`src/rtl/alu_seq.sv`:
```
// Clocked ALU with start/busy/done handshake: single-cycle arithmetic/logic ops,
// bit-serial shifts (one bit per cycle) and a shift-add multiplier.
module alu_seq #(
   parameter int WIDTH = 8,
   parameter int SHW   = $clog2(WIDTH)
) (
   input  logic             clk,
   input  logic             rst,
   input  logic             start,
   input  logic             M,
   input  logic [3:0]       se,
   input  logic [WIDTH-1:0] S,
   input  logic [WIDTH-1:0] D,
   output logic [WIDTH-1:0] T,
   output logic             Cf,
   output logic             Zf,
   output logic             busy,
   output logic             done
);

   localparam int CW = SHW + 1;

   localparam logic [3:0] OP_ADC    = 4'b0001;
   localparam logic [3:0] OP_SHL    = 4'b0010;
   localparam logic [3:0] OP_SHR    = 4'b0011;
   localparam logic [3:0] OP_PASSD0 = 4'b0100;
   localparam logic [3:0] OP_NOT    = 4'b0101;
   localparam logic [3:0] OP_SUB    = 4'b0110;
   localparam logic [3:0] OP_MUL    = 4'b0111;
   localparam logic [3:0] OP_OR     = 4'b1000;
   localparam logic [3:0] OP_ADD    = 4'b1001;
   localparam logic [3:0] OP_PASSD1 = 4'b1010;
   localparam logic [3:0] OP_AND    = 4'b1011;
   localparam logic [3:0] OP_PASSS  = 4'b1100;

   typedef enum logic {ST_IDLE, ST_RUN} state_e;
   typedef enum logic [1:0] {MOP_SHL, MOP_SHR, MOP_MUL} mop_e;

   state_e                 state_q, state_d;
   mop_e                   mop_q, mop_d;
   logic [CW-1:0]          cnt_q, cnt_d;
   logic [WIDTH-1:0]       work_q, work_d;
   logic                   sh_cf_q, sh_cf_d;
   logic [2*WIDTH-1:0]     prod_q, prod_d;
   logic [2*WIDTH-1:0]     mcand_q, mcand_d;
   logic [WIDTH-1:0]       t_q, t_d;
   logic                   cf_q, cf_d;
   logic                   zf_q, zf_d;
   logic                   done_q, done_d;

   logic [SHW-1:0]         shamt;
   logic [WIDTH:0]         sum;
   logic [WIDTH-1:0]       sc_t;
   logic                   sc_cf;
   logic                   sc_zf;
   logic                   sc_zf_ok;
   logic                   sc_multi;

   logic [WIDTH-1:0]       step_work;
   logic                   step_cf;
   logic [2*WIDTH-1:0]     step_prod;
   logic [WIDTH-1:0]       fin_t;
   logic                   fin_cf;

   assign shamt = S[SHW-1:0];

   // Result of a single-cycle op from the operands presented at the accept edge.
   always_comb begin
      // NOTE: every output of a combinational block gets a default first so no path infers a latch.
      sc_t     = '0;
      sc_cf    = 1'b0;
      sc_zf_ok = 1'b1;
      sc_multi = 1'b0;
      sum      = '0;
      if (!M) begin
         sc_t = S;
      end else begin
         case (se)
            OP_ADD: begin
               sum           = {1'b0, S} + {1'b0, D};
               {sc_cf, sc_t} = sum;
            end
            OP_SUB: begin
               sum           = {1'b0, D} - {1'b0, S};
               {sc_cf, sc_t} = sum;
            end
            OP_ADC: begin
               sum           = {1'b0, S} + {1'b0, D} + {{WIDTH{1'b0}}, cf_q};
               {sc_cf, sc_t} = sum;
            end
            OP_AND:               sc_t = S & D;
            OP_OR:                sc_t = S | D;
            OP_NOT:               sc_t = ~D;
            OP_PASSD0, OP_PASSD1: sc_t = D;
            OP_PASSS:             sc_t = S;
            OP_SHL, OP_SHR: begin
               if (shamt == '0) sc_t = D;
               else             sc_multi = 1'b1;
            end
            OP_MUL:               sc_multi = 1'b1;
            default:              sc_zf_ok = 1'b0;
         endcase
      end
      sc_zf = sc_zf_ok && (sc_t == '0);
   end

   // One iteration of the running multi-cycle op; work_q holds the shift data or the multiplier.
   always_comb begin
      step_work = work_q;
      step_cf   = sh_cf_q;
      step_prod = prod_q;
      case (mop_q)
         MOP_SHL: {step_cf, step_work} = {work_q, 1'b0};
         MOP_SHR: {step_work, step_cf} = {1'b0, work_q};
         MOP_MUL: begin
            step_prod = work_q[0] ? (prod_q + mcand_q) : prod_q;
            step_work = work_q >> 1;
         end
         default: ;
      endcase
   end

   always_comb begin
      fin_t  = step_work;
      fin_cf = step_cf;
      if (mop_q == MOP_MUL) begin
         fin_t  = step_prod[WIDTH-1:0];
         fin_cf = |step_prod[2*WIDTH-1:WIDTH];
      end
   end

   always_comb begin
      state_d = state_q;
      mop_d   = mop_q;
      cnt_d   = cnt_q;
      work_d  = work_q;
      sh_cf_d = sh_cf_q;
      prod_d  = prod_q;
      mcand_d = mcand_q;
      t_d     = t_q;
      cf_d    = cf_q;
      zf_d    = zf_q;
      done_d  = 1'b0;
      case (state_q)
         ST_IDLE: begin
            if (start) begin
               if (!sc_multi) begin
                  t_d    = sc_t;
                  cf_d   = sc_cf;
                  zf_d   = sc_zf;
                  done_d = 1'b1;
               end else if (se == OP_MUL) begin
                  state_d = ST_RUN;
                  mop_d   = MOP_MUL;
                  cnt_d   = CW'(WIDTH);
                  work_d  = S;
                  mcand_d = {{WIDTH{1'b0}}, D};
                  prod_d  = '0;
               end else begin
                  state_d = ST_RUN;
                  mop_d   = (se == OP_SHL) ? MOP_SHL : MOP_SHR;
                  cnt_d   = {1'b0, shamt};
                  work_d  = D;
                  sh_cf_d = 1'b0;
               end
            end
         end
         ST_RUN: begin
            cnt_d   = cnt_q - CW'(1);
            work_d  = step_work;
            sh_cf_d = step_cf;
            prod_d  = step_prod;
            mcand_d = mcand_q << 1;
            if (cnt_q == CW'(1)) begin
               state_d = ST_IDLE;
               t_d     = fin_t;
               cf_d    = fin_cf;
               zf_d    = (fin_t == '0);
               done_d  = 1'b1;
            end
         end
      endcase
   end

   // NOTE: state registers use non-blocking assignments so every flop samples pre-edge values.
   always_ff @(posedge clk or posedge rst) begin
      if (rst) begin
         state_q <= ST_IDLE;
         mop_q   <= MOP_SHL;
         cnt_q   <= '0;
         work_q  <= '0;
         sh_cf_q <= 1'b0;
         prod_q  <= '0;
         mcand_q <= '0;
         t_q     <= '0;
         cf_q    <= 1'b0;
         zf_q    <= 1'b0;
         done_q  <= 1'b0;
      end else begin
         state_q <= state_d;
         mop_q   <= mop_d;
         cnt_q   <= cnt_d;
         work_q  <= work_d;
         sh_cf_q <= sh_cf_d;
         prod_q  <= prod_d;
         mcand_q <= mcand_d;
         t_q     <= t_d;
         cf_q    <= cf_d;
         zf_q    <= zf_d;
         done_q  <= done_d;
      end
   end

   assign T    = t_q;
   assign Cf   = cf_q;
   assign Zf   = zf_q;
   assign busy = (state_q == ST_RUN);
   assign done = done_q;

endmodule

```
`config.mk`:
```
export PLATFORM = sky130hd
export DESIGN_NAME = alu_seq
export DESIGN_NICKNAME = d
export VERILOG_FILES = /design/src/rtl/alu_seq.sv
export SDC_FILE = /design/constraint.sdc
export NUM_CORES = 1
export LEC_CHECK = 0
export CAP_MARGIN = 10
export CORE_MARGIN = 3
export CORE_UTILIZATION = 61
export CTS_CLUSTER_SIZE = 16
export DETAILED_ROUTE_END_ITERATION = 7
export PLACE_DENSITY = 0.85
export SLEW_MARGIN = 0
export SYNTH_ARGS = -nofsm -noshare
export SYNTH_HDL_FRONTEND = slang
export SYNTH_SLANG_ARGS = --single-unit
```
`constraint.sdc`:
```
create_clock -name clk -period 3.2 [get_ports clk]
set_input_delay 0.64 -clock clk [delete_from_list [all_inputs] [get_ports clk]]
set_output_delay 0.64 -clock clk [all_outputs]
set_load 0.02 [all_outputs]
```
## Yosys cells after proc, flatten, opt, wreduce, memory -nomap -nowiden

Index checks and enable logic that the tools add are counted.

- Register bits after elaboration: 59
- Bits in latches: 0
- Memory bits (writable): 0
- ROM bits: 0
- Bits of input ports: 24
- Output and inout port bits: 12
- Memories kept: 0

- $add $sub $neg: 5
- $mul: 0
- Div/mod/pow operators: 0
- Magnitude comparators: 0
- Equality and inequality tests: 21
- Shift operators: 0
- Muxes and demuxes: 58
- Bitwise operators: 4
- Reductions and logical operators: 15

Operators with widths:

| cell | count |
|---|---|
| two-way mux 16 bit | 8 |
| two-way mux 8 bit | 9 |
| case mux 8 bit (9 select lines) | 1 |
| case mux 16 bit (2 select lines) | 2 |
| case mux 8 bit (2 select lines) | 3 |
| two-way mux 1 bit | 22 |
| equality test 4 bit, second input constant | 5 |
| adder 16 bit | 1 |
| equality test 4 x 3 -> 1 bit, second input constant | 4 |
| zero test 8 bit | 2 |
| case mux 1 bit (2 select lines) | 7 |
| two-way mux 4 bit | 3 |
| AND reduction 3 bit | 4 |
| OR reduction 12 bit | 1 |
| inequality test 2 bit, second input constant | 5 |
| adder 8 x 8 -> 9 bit | 1 |
| adder 9 x 1 -> 9 bit | 1 |
| subtractor 8 x 8 -> 9 bit | 1 |
| AND 8 bit | 1 |
| equality test 4 x 1 -> 1 bit, second input constant | 2 |
| equality test 4 x 2 -> 1 bit, second input constant | 2 |
| inverter 8 bit | 1 |
| bitwise OR 8 bit | 1 |
| case mux 4 bit (2 select lines) | 1 |
| 13 further kinds | 15 |

## Logic depth before layout (Yosys ltp)

Gate-level depths: netlist (run 1).

- Word-level depth: 9
- Mapped depth: 12

## Least setup slack after synthesis (run 1)

Ideal clock, no wire load.

- Path kind: input -> register
- Start: input port D[0]
- End: register cf_q, in the netlist Cf
- Setup time: 0.129 ns
- Data arrival time: 3.191 ns
- Data required time: 3.071 ns
- Path slack: -0.119 ns
- Cell stages on the path: 11
- Path buffers: 0
- Path through: ha_1 > inv_1 > fa_1 > nand2b_2 > a211oi_2 > o22ai_2 > xnor2_2 > or4b_1 > xnor2_1 > o32ai_1 > a2111o_1

- Longest elaborated chain between the ends: 7
- Elaborated cells on any way between the ends: 8
- Those cells by class: 3 x add/sub; 5 x mux

RTL lines:

| element | line | text |
|---|---|---|
| start, declared | 13 | `input logic [WIDTH-1:0] D,` |
| adder 8 x 8 -> 9 bit | 80, 88 |  |
| adder 9 x 1 -> 9 bit | 88 | `sum = {1'b0, S} + {1'b0, D} + {{WIDTH{1'b0}}, cf_q};` |
| case mux 1 bit (3 select lines) * | 78 | `case (se)` |
| two-way mux 1 bit * | 75 | `if (!M) begin` |
| two-way mux 1 bit * | 147 | `if (!sc_multi) begin` |
| two-way mux 1 bit * | 146 | `if (start) begin` |
| case mux 1 bit (2 select lines) * | 144 | `case (state_q)` |
| end signal, assigned | 196 | `cf_q <= 1'b0;` |
| end signal, assigned | 208 | `cf_q <= cf_d;` |
| end, declared | 47 | `logic cf_q, cf_d;` |

Every way passes the cells marked *; elsewhere a longest branch is shown, timed or not. The select of a mux whose other input is x is not followed.
A chain may end at the register's enable or synchronous reset.

## Worst setup path after layout (run 1)

- Start: input port D[6]
- End: register cf_q, in the netlist Cf

The elaborated chain is that of the path after synthesis.

==> results of run 1 <==
[per-stage QoR]
| stage | cells | total power, mW | TNS, ns | worst slack (ns) |
|---|---|---|---|---|
| after floorplan | 717 | 3.203 | 0 | 0.06118 |
| after global placement | 941 | 4.018 | -2.470 | -0.5371 |
| after detailed placement | 941 | 4.120 | -2.945 | -0.6160 |
| after CTS | 959 | 4.750 | -0.001907 | -0.001907 |
| after global routing | 965 | 5.223 | -0.05516 | -0.05516 |
| final | 965 | 4.917 | 0 | 0.02606 |
[sequential cells by signal, indices dropped and copies added (netlist names)]
signal,cells
Cf,1
T,8
Zf,1
busy,1
cnt_q,4
done,1
mcand_q,16
mop_q,2
prod_q,16
sh_cf_q,1
work_q,8
[final cells by class]
type	instances	area, um2
Timing Repair Buffer	147	1234
Clock buffer	14	152.6
Multi-Input combinational cell	576	4210
Clock inverter	2	12.51
Fill cell	581	1578
Tap cell	126	157.7
Sequential cell	59	1478
Inverter	41	153.9
[kinds of logic (layout without fill, tap and decap cells)]
logic type                 Yosys count  in the layout  share of synthesized area
buffers and inverters               82            204                    0.05954
AOI/OAI and AO/OA                  231            231                     0.2754
muxes                               32             32                    0.05629
adders and majority gates           50             50                     0.1121
and+or+nand+nor                    238            238                     0.1962
DFF                                 59             59                     0.2555
xor gates and xnor gates            25             25                    0.04503
[cell usage in the layout, fill, tap and decap left out, drive strengths merged, types with 16 or more instances in the layout]
cell type	netlist	layout
buf	14	112
xnor2	18	18
clkdlybuf4s50	0	24
nor3	19	19
mux2i	28	28
o21ai	43	43
nor2	83	83
clkbuf	27	16
a21oi	71	71
inv	41	41
nand2	66	66
dfrtp	59	59
ha	47	47
[worst paths after layout]
check,end,cells after the start,slack (ns),from
setup reg to reg,Cf,9,0.05,prod_q[1]
min in group asynchronous,mcand_q[10],2,0.69,rst
max in group asynchronous,busy,3,1.91,rst
setup / recovery,Cf,10,0.03,D[6]
hold reg to reg,prod_q[15],1,0.52,prod_q[15]
hold / removal,prod_q[15],1,0.52,prod_q[15]
[power groups by stage]
stage	registers [mW]	clock network [mW]	logic (mW)
2_1_floorplan	1.32	0	1.88
3_3_place_gp	1.34	0	2.68
3_5_place_dp	1.36	0	2.76
4_1_cts	1.35	0.601	2.80
5_1_grt	1.40	0.639	3.18
6_report	1.37	0.602	2.94
[repair_timing]
item	in CTS	in global routing
gates cloned	0	0
endpoints found under the hold margin	0	0
endpoints found under the setup margin	4	6
pin swaps	5	11
resized for setup	15	49
setup buffers	2	6
[routing by layer]
metal	GRT usage	wire length (um)	vias to the layer above
met1	0.5017	8067	2917
met3	0.09188	2182	71
li1	-	-	2851
met2	0.5540	8749	371
met4	0.1384	730	0
met5	0	0	-
[worst max-delay path, delay by kind of cell]
family,cells,cell delay [ns]
AND/OR/NAND/NOR,4,1.10
AO/OA/AOI/OAI,3,0.71
buffers and inverters,1,0.50
adder cells (fa/ha/maj),1,0.26
XOR/XNOR,1,0.18
==> results.sh, run 1 <==
export IMPL_synth_common_cells="82 x nor2_1, 66 x a21oi_1, 66 x nand2_1"
export IMPL_cts_made_buffers=9
export IMPL_rows=34
export IMPL_via_count=6210
export IMPL_grt_max_degree=41
export IMPL_crit_arrival_ns=3.40
export IMPL_synth_top_cell_by_area="dfrtp_1"
export IMPL_p_per_area_nw_per_um2=664.6
export IMPL_avgViaCountPerCell=6.435
export IMPL_hold_path_class="reg2reg"
export IMPL_drv_slew=0
export IMPL_drcViolationCount=0
export IMPL_worstSetupEndpointType="register"
export IMPL_cts_tree="yes"
export IMPL_syn2layout_area_growth_pct=28.01
export IMPL_dpl_cell_area_um2=6947
export IMPL_fmax_mhz=315.1
export IMPL_io_pins=36
export IMPL_synth_area_leaders="dfrtp_1 26%, ha_1 10%, a21oi_1 5.7%"
export IMPL_period_minus_slack_ns=3.174
export IMPL_dr_pass1_iters=5
export IMPL_ys_seq_area_frac=0.2555
export IMPL_synth_top_area_frac=0.2555
export IMPL_peakVddDrop_mv=0.5416
export IMPL_ys_types=80
export IMPL_grt_first_pass_wirelength_mm=29.66
export IMPL_gp_congestion=1.007
export IMPL_synth_edf_count=0
export IMPL_postCtsHoldBufs=0
export IMPL_grt_pass1_vias=5762
export IMPL_nets=908
export IMPL_max_slew_margin=0.5049
export IMPL_cts_sinks=59
export IMPL_finalInstanceArea_um2=7398
export IMPL_die_area_um2=10680
export IMPL_p_int_mw=2.602
export IMPL_ys_flop_type="dfrtp_1"
export IMPL_insertion_delay_ns=0.35
export IMPL_start_util=0.6439
export IMPL_die_y_um=103.3
export IMPL_max_stage_delay_ns=0.50
export IMPL_htree_num_levels=3
export IMPL_syn_inst=717
export IMPL_outcome="finished, final reports clean"
export IMPL_ys_ff_latch=59
export IMPL_max_slew_worst_pin_slew_ns=0.7427
export IMPL_die_w_um=103.3
export IMPL_clkPwrFrac=0.122
export IMPL_p_sw_frac=0.4708
export IMPL_finalCritPeriodShare=0.9919
export IMPL_cp_start_kind="primary input"
export IMPL_drv_cap=0
export IMPL_p_leak_nw=3.358
export IMPL_cp_data_required_time_ns=3.42
export IMPL_clock_path_buffers=2
export IMPL_ys_warn_count=0
export IMPL_async_flop_share=1.000
export IMPL_synthesis_area_um2=5779
export IMPL_finalSetupViolations=0
export IMPL_antenna_found_initial=0
export IMPL_antenna_cells=0
export IMPL_wl_per_cell_um=20.45
export IMPL_p_comb_frac=0.598
export IMPL_hold_slack_ns=0.5153
export IMPL_syn_num_nets=791
export IMPL_port_buffers=35
export IMPL_power_switching_mw=2.315
export IMPL_skew_ns=0.007647
export IMPL_grt_overflow=0
export IMPL_finalHoldViolCount=0
export IMPL_dp_hpwl_mm=14.81
export IMPL_synth_area_per_cell_um2=8.060
export IMPL_wirelength_mm=19.73
export IMPL_crit_chain="clkdlybuf4s50_1 -> ha_2 -> nor3_2 -> o2111ai_2 -> and3_1 -> nor2_2 -> or4b_4 -> xnor2_2 -> o32ai_2 -> a2111o_1"
export IMPL_ant_nets=0
export IMPL_cp_max_fo=4
export IMPL_final_core_util=0.8242
export IMPL_cts_root_buf="clkbuf_8"
export IMPL_crit_slowest_cell="clkdlybuf4s50_1"
export IMPL_grt_use_total=0.3652
export IMPL_core_area_um2=8976
export IMPL_power_frac_seq=0.279
export IMPL_drive_gt1_frac=0.2420
export IMPL_yosysMostFrequentCell="nor2_1"
export IMPL_critical_path_class="in2reg"
export IMPL_clk_pin_slew_ns=0.06
export IMPL_drt_initial_drc_count=718
(Power assumes the default switching activity.)
==> run 2, diff against run 1 <==
--- a/config.mk
+++ b/config.mk
@@ -7,10 +7,11 @@
 export LEC_CHECK = 0
 export CAP_MARGIN = 10
 export CORE_MARGIN = 3
-export CORE_UTILIZATION = 61
+export CORE_UTILIZATION = 63
+export CTS_CLUSTER_DIAMETER = 120
 export CTS_CLUSTER_SIZE = 16
 export DETAILED_ROUTE_END_ITERATION = 7
-export PLACE_DENSITY = 0.85
+export PLACE_DENSITY = 0.87
 export SLEW_MARGIN = 0
 export SYNTH_ARGS = -nofsm -noshare
 export SYNTH_HDL_FRONTEND = slang
==> constraint.sdc (replaced) <==
create_clock -name clk -period 3.9 [get_ports clk]
set_input_delay 0.78 -clock clk [delete_from_list [all_inputs] [get_ports clk]]
set_output_delay 0.78 -clock clk [all_outputs]
set_load 0.02 [all_outputs]
==> results.sh, run 2 (synthesized netlist as in run 1, its figures left out) <==
export IMPL_drive_gt1_frac=0.1383
export IMPL_postCtsHoldBufs=0
export IMPL_cp_data_required_time_ns=4.19
export IMPL_use_met3=0.05303
export IMPL_fill_cells=643
export IMPL_cp_start_kind="primary input"
export IMPL_wirelength_mm=17.95
export IMPL_via_count=5995
export IMPL_gp_congestion=0.9825
export IMPL_finalInstanceArea_um2=6740
export IMPL_core_area_um2=8806
export IMPL_top_regs="mcand_q: 16 flops, prod_q: 16 flops"
export IMPL_start_util=0.6563
export IMPL_drv_slew=0
export IMPL_rows=34
export IMPL_grt_overflow=0
export IMPL_max_slew_margin=0.5009
export IMPL_die_area_um2=10360
export IMPL_p_per_area_nw_per_um2=580.3
export IMPL_clock_path_buffers=2
export IMPL_seqCellArea_um2=1478
export IMPL_grt_max_degree=55
export IMPL_power_total_mw=3.912
export IMPL_die_y_um=101.8
export IMPL_die_w_um=101.8
export IMPL_final_common_cell="nor2_1"
export IMPL_wl_per_cell_um=20.03
export IMPL_worstSetupEndpointType="register"
export IMPL_cts_root_buf="clkbuf_8"
export IMPL_stdcell_count=896
export IMPL_ant_nets=0
export IMPL_cp_num_buf_inv=4
export IMPL_fmax_mhz=277.2
export IMPL_dp_cells=880
export IMPL_grt_pass1_vias=5672
export IMPL_avgViaCountPerCell=6.691
export IMPL_setup_tns_ns=0
export IMPL_cts_sinks=59
export IMPL_finalHoldViolCount=0
export IMPL_antenna_cells=0
export IMPL_insertion_delay_ns=0.35
export IMPL_peakVddDrop_mv=0.4440
export IMPL_finalSetupViolations=0
export IMPL_post_cts_buffers=0
export IMPL_critical_path_class="in2reg"
export IMPL_grt_use_met1=0.4527
export IMPL_globalRouteMet2Util=0.6172
export IMPL_hold_slack_ns=0.5196
export IMPL_dp_hpwl_mm=13.62
export IMPL_grt_busiest_layer="met2"
export IMPL_grt_first_pass_wirelength_mm=29.46
export IMPL_finalCritPeriodShare=0.9249
export IMPL_critical_path_top_delay_family="buffers and inverters"
export IMPL_p_leak_nw=3.030
export IMPL_cts_made_buffers=9
export IMPL_antenna_found_initial=0
export IMPL_drv_cap=0
export IMPL_hold_path_class="reg2reg"
export IMPL_rsz0062_at_grt="false"
export IMPL_max_slew_worst_pin_slew_ns=0.7475
export IMPL_nets=857
export IMPL_port_buffers=35
export IMPL_outcome="finished, final reports clean"
export IMPL_crit_chain="clkdlybuf4s50_1 -> ha_1 -> inv_1 -> fa_1 -> buf_4 -> xnor2_2 -> nand3_1 -> xnor2_1 -> a2111oi_0 -> o22ai_1 -> nor4_1 -> buf_4 -> a31o_1"
export IMPL_grt_use_total=0.3626
export IMPL_period_minus_slack_ns=3.607
export IMPL_cts_tree="yes"
export IMPL_drcViolationCount=0
export IMPL_crit_path_frequent_cell="buf_4"
export IMPL_drt_initial_drc_count=536
export IMPL_cp_max_fo=3
export IMPL_skew_ns=0.005899
export IMPL_htree_num_levels=3
export IMPL_ctsResizeCount=0
export IMPL_syn2layout_area_growth_pct=16.63
export IMPL_clk_pin_slew_ns=0.07
export IMPL_max_stage_delay_ns=0.55
export IMPL_layout_common_cells="81 x nor2_1, 66 x a21oi_1, 66 x nand2_1"
export IMPL_dr_pass1_iters=5
export IMPL_multi_input_area_um2=3961
export IMPL_crit_slowest_cell="a2111oi_0"
export IMPL_dpl_cell_area_um2=6549
export IMPL_io_pins=36
export IMPL_crit_arrival_ns=3.90
run 2: cell types whose count changed in the layout (fill, tap and decap cells not counted), moves of 3 or more:
cell and change:
buf_4 -49, clkdlybuf4s50_1 +11, ha_1 +11, inv_1 +9, inv_2 -9, ha_4 -8
dlymetal6s2s_1 -7, nor3_1 +4, clkbuf_8 +3, ha_2 -3, nor3_2 -3
run 2: layout make-up:
| cell class | count | area share |
|---|---|---|
| flip-flops and latches | 59 | 0.2192 |
| repair buffers | 96 | 0.1218 |
| clock inverters | 1 | 0.0007425 |
| well taps | 108 | 0.02005 |
| inverters | 41 | 0.02283 |
| multi-input cells | 576 | 0.5877 |
| clock buffers | 15 | 0.02766 |
run 2: through the flow:
step           worst slack [ns]    util
2_1_floorplan            0.4407       -
3_3_place_gp           -0.01540  0.7437
3_5_place_dp           -0.04508  0.7437
4_1_cts                  0.3133  0.7654
5_1_grt                 0.09329  0.7654
6_report                 0.2930  0.7654
run 2: path summary, 6_finish.rpt:
| kind | startpoint | to | slack [ns] | cells past startpoint |
|---|---|---|---|---|
| min in group asynchronous | rst | prod_q[3] | 0.88 | 2 |
| setup reg to reg | prod_q[1] | Cf | 0.63 | 9 |
| setup / recovery | D[0] | Zf | 0.29 | 13 |
| hold reg to reg | cnt_q[3] | cnt_q[3] | 0.52 | 1 |
| hold / removal | cnt_q[3] | cnt_q[3] | 0.52 | 1 |
| max in group asynchronous | rst | T[3] | 2.42 | 3 |
run 2: metal layers:
layer  vias up  part of all wire
met4         0             0.050
met3        79             0.081
met2       334              0.49
li1       2744                 -
met5         -                 0
met1      2838              0.38
run 2: where the power goes:
| group | switching [mW] | internal [mW] | total (mW) |
|---|---|---|---|
| Sequential | 0.241 | 0.858 | 1.10 |
| Combinational | 1.34 | 0.934 | 2.27 |
| Clock | 0.244 | 0.300 | 0.543 |
| Total | 1.82 | 2.09 | 3.91 |
==> run 3, diff against run 2 <==
==> constraint.sdc (replaced) <==
create_clock -name clk -period 3.9 [get_ports clk]
set_input_delay 1.17 -clock clk [delete_from_list [all_inputs] [get_ports clk]]
set_output_delay 1.17 -clock clk [all_outputs]
set_load 0.02 [all_outputs]
==> results.sh, run 3 (synthesized netlist as in run 1, its figures left out) <==
export IMPL_wirelength_mm=18.68
export IMPL_io_pins=36
export IMPL_crit_slowest_cell="or4b_4"
export IMPL_regToRegStartpoint="prod_q[1]"
export IMPL_grt_overflow=0
export IMPL_drv_cap=0
export IMPL_core_area_um2=8806
export IMPL_port_buffers=35
export IMPL_max_slew_worst_pin_slew_ns=0.8829
export IMPL_cp_max_fo=3
export IMPL_globalRouteMet2Util=0.6348
export IMPL_die_w_um=101.8
export IMPL_grt_busiest_layer="met2"
export IMPL_gp_congestion=0.9690
export IMPL_setup_ws_ns=0.06413
export IMPL_antenna_cells=0
export IMPL_power_total_mw=3.983
export IMPL_cp_data_required_time_ns=4.12
export IMPL_crit_arrival_ns=4.06
export IMPL_period_minus_slack_ns=3.836
export IMPL_grt_first_pass_wirelength_mm=30.37
export IMPL_p_per_area_nw_per_um2=558.0
export IMPL_start_util=0.6563
export IMPL_final_common_cell="buf_4"
export IMPL_cts_sinks=59
export IMPL_r2r_slack_ns=0.56
export IMPL_critical_path_class="in2reg"
export IMPL_drv_slew=0
export IMPL_htree_num_levels=3
export IMPL_finalInstanceArea_um2=7138
export IMPL_p_leak_nw=3.237
export IMPL_crit_chain="clkdlybuf4s50_1 -> inv_2 -> fa_2 -> inv_2 -> ha_2 -> nand2_1 -> nor3_4 -> nand3_2 -> or4b_4 -> xnor2_2 -> o32ai_1 -> a2111o_1"
export IMPL_fill_cells=582
export IMPL_grt_use_total=0.3733
export IMPL_ff2ff_path_depth=9
export IMPL_drt_initial_drc_count=491
export IMPL_die_y_um=101.8
export IMPL_grt_pass1_vias=6114
export IMPL_clk_pin_slew_ns=0.07
export IMPL_rr_endpoint="Cf"
export IMPL_dr_pass1_iters=6
export IMPL_top_regs="mcand_q: 16 flops, prod_q: 16 flops"
export IMPL_die_area_um2=10360
export IMPL_antenna_found_initial=0
export IMPL_syn2layout_area_growth_pct=23.51
export IMPL_max_stage_delay_ns=0.54
export IMPL_finalCritPeriodShare=0.9836
export IMPL_cp_start_kind="primary input"
export IMPL_finalSetupViolations=0
export IMPL_dpl_cell_area_um2=6819
export IMPL_hold_path_end="T[7]"
export IMPL_drcViolationCount=0
export IMPL_cts_root_buf="clkbuf_8"
export IMPL_cts_tree="yes"
export IMPL_layout_common_cells="98 x buf_4, 80 x nor2_1, 66 x a21oi_1, 66 x nand2_1, 58 x dfrtp_1"
export IMPL_nets=895
export IMPL_preCtsSetupSlack_ns=-0.5952
export IMPL_hold_path_class="reg2reg"
export IMPL_worstSetupEndpointType="register"
export IMPL_insertion_delay_ns=0.35
export IMPL_rows=34
export IMPL_max_slew_margin=0.4108
export IMPL_cts_made_buffers=9
export IMPL_dp_cells=916
export IMPL_wl_per_cell_um=20.00
export IMPL_grt_use_met1=0.4475
export IMPL_use_met3=0.05923
export IMPL_peakVddDrop_mv=0.3531
export IMPL_avgViaCountPerCell=6.556
export IMPL_fmax_mhz=260.7
export IMPL_stdcell_count=934
export IMPL_crit_path_start="D[1]"
export IMPL_drive_gt1_frac=0.1998
export IMPL_outcome="finished, final reports clean"
export IMPL_via_count=6123
export IMPL_skew_ns=0.01101
export IMPL_clock_path_buffers=2
export IMPL_grt_max_degree=43
export IMPL_ant_nets=0
export IMPL_hold_depth=2
export IMPL_worstHoldStart="T[7]"
export IMPL_crit_path_frequent_cell="inv_2"
export IMPL_finalHoldViolCount=0
export IMPL_dp_hpwl_mm=14.14
run 3: cell count changes in the layout (fill, tap and decap cells not counted), sizes merged, moves of 2 or more:
cell,delta
buf,+38
clkbuf,-5
clkdlybuf4s50,-3
clkinv,+3
dlygate4sd2,+2
run 3: power by group:
part	switching [mW]	internal, mW
clock	0.249	0.290
sequential	0.265	0.857
combinational	1.33	0.991
total	1.85	2.14
run 3: repair_timing:
| action | in CTS | in global routing |
|---|---|---|
| hold buffers | 0 | 0 |
| pin swaps | 8 | 3 |
| resized for setup | 14 | 14 |
| setup buffers | 2 | 0 |
| setup endpoints to repair | 4 | 3 |
run 3: worst max path at each step:
| stage | slack [ns] | endpoint | depth (start not counted) |
|---|---|---|---|
| floorplan | 0.05 | Cf | 11 |
| global placement | -0.50 | Zf | 11 |
| detailed placement | -0.60 | Zf | 11 |
| CTS | 0.03 | Cf | 12 |
| global route | -0.008 | Cf | 12 |
| finish | 0.06 | Cf | 12 |
run 3: area by class of cell:
class / count / area, um2 / area share
Inverter: 41 / 153.9 / 0.02156
Timing Repair Buffer: 134 / 1106 / 0.1550
Multi-Input combinational cell: 576 / 4080 / 0.5716
Clock inverter: 6 / 57.56 / 0.008063
Sequential cell: 59 / 1478 / 0.2070
Clock buffer: 10 / 127.6 / 0.01788
Tap cell: 108 / 135.1 / 0.01893
run 3: critical path, delay by kind of cell:
family	cells	cell delay, ns
compound gates	2	0.48
xor+xnor	1	0.17
fa+ha+maj	2	0.63
buf+inv	3	0.62
simple gates	4	0.99
run 3: per-stage QoR:
step / util / hold slack [ns] / TNS [ns]
finish: 0.8106 / 0.5166 / 0
detailed placement: 0.7744 / 0.5025 / -2.512
CTS: 0.8035 / 0.5191 / 0
floorplan: - / 0.4713 / 0
global placement: 0.7744 / 0.4892 / -2.005
global route: 0.8106 / 0.5558 / -0.007924
run 3: metal layers:
layer / up-vias / wire [um]
met5: - / 0
met4: 0 / 949
met3: 88 / 1397
met2: 330 / 9230
met1: 2891 / 7105
li1: 2814 / -
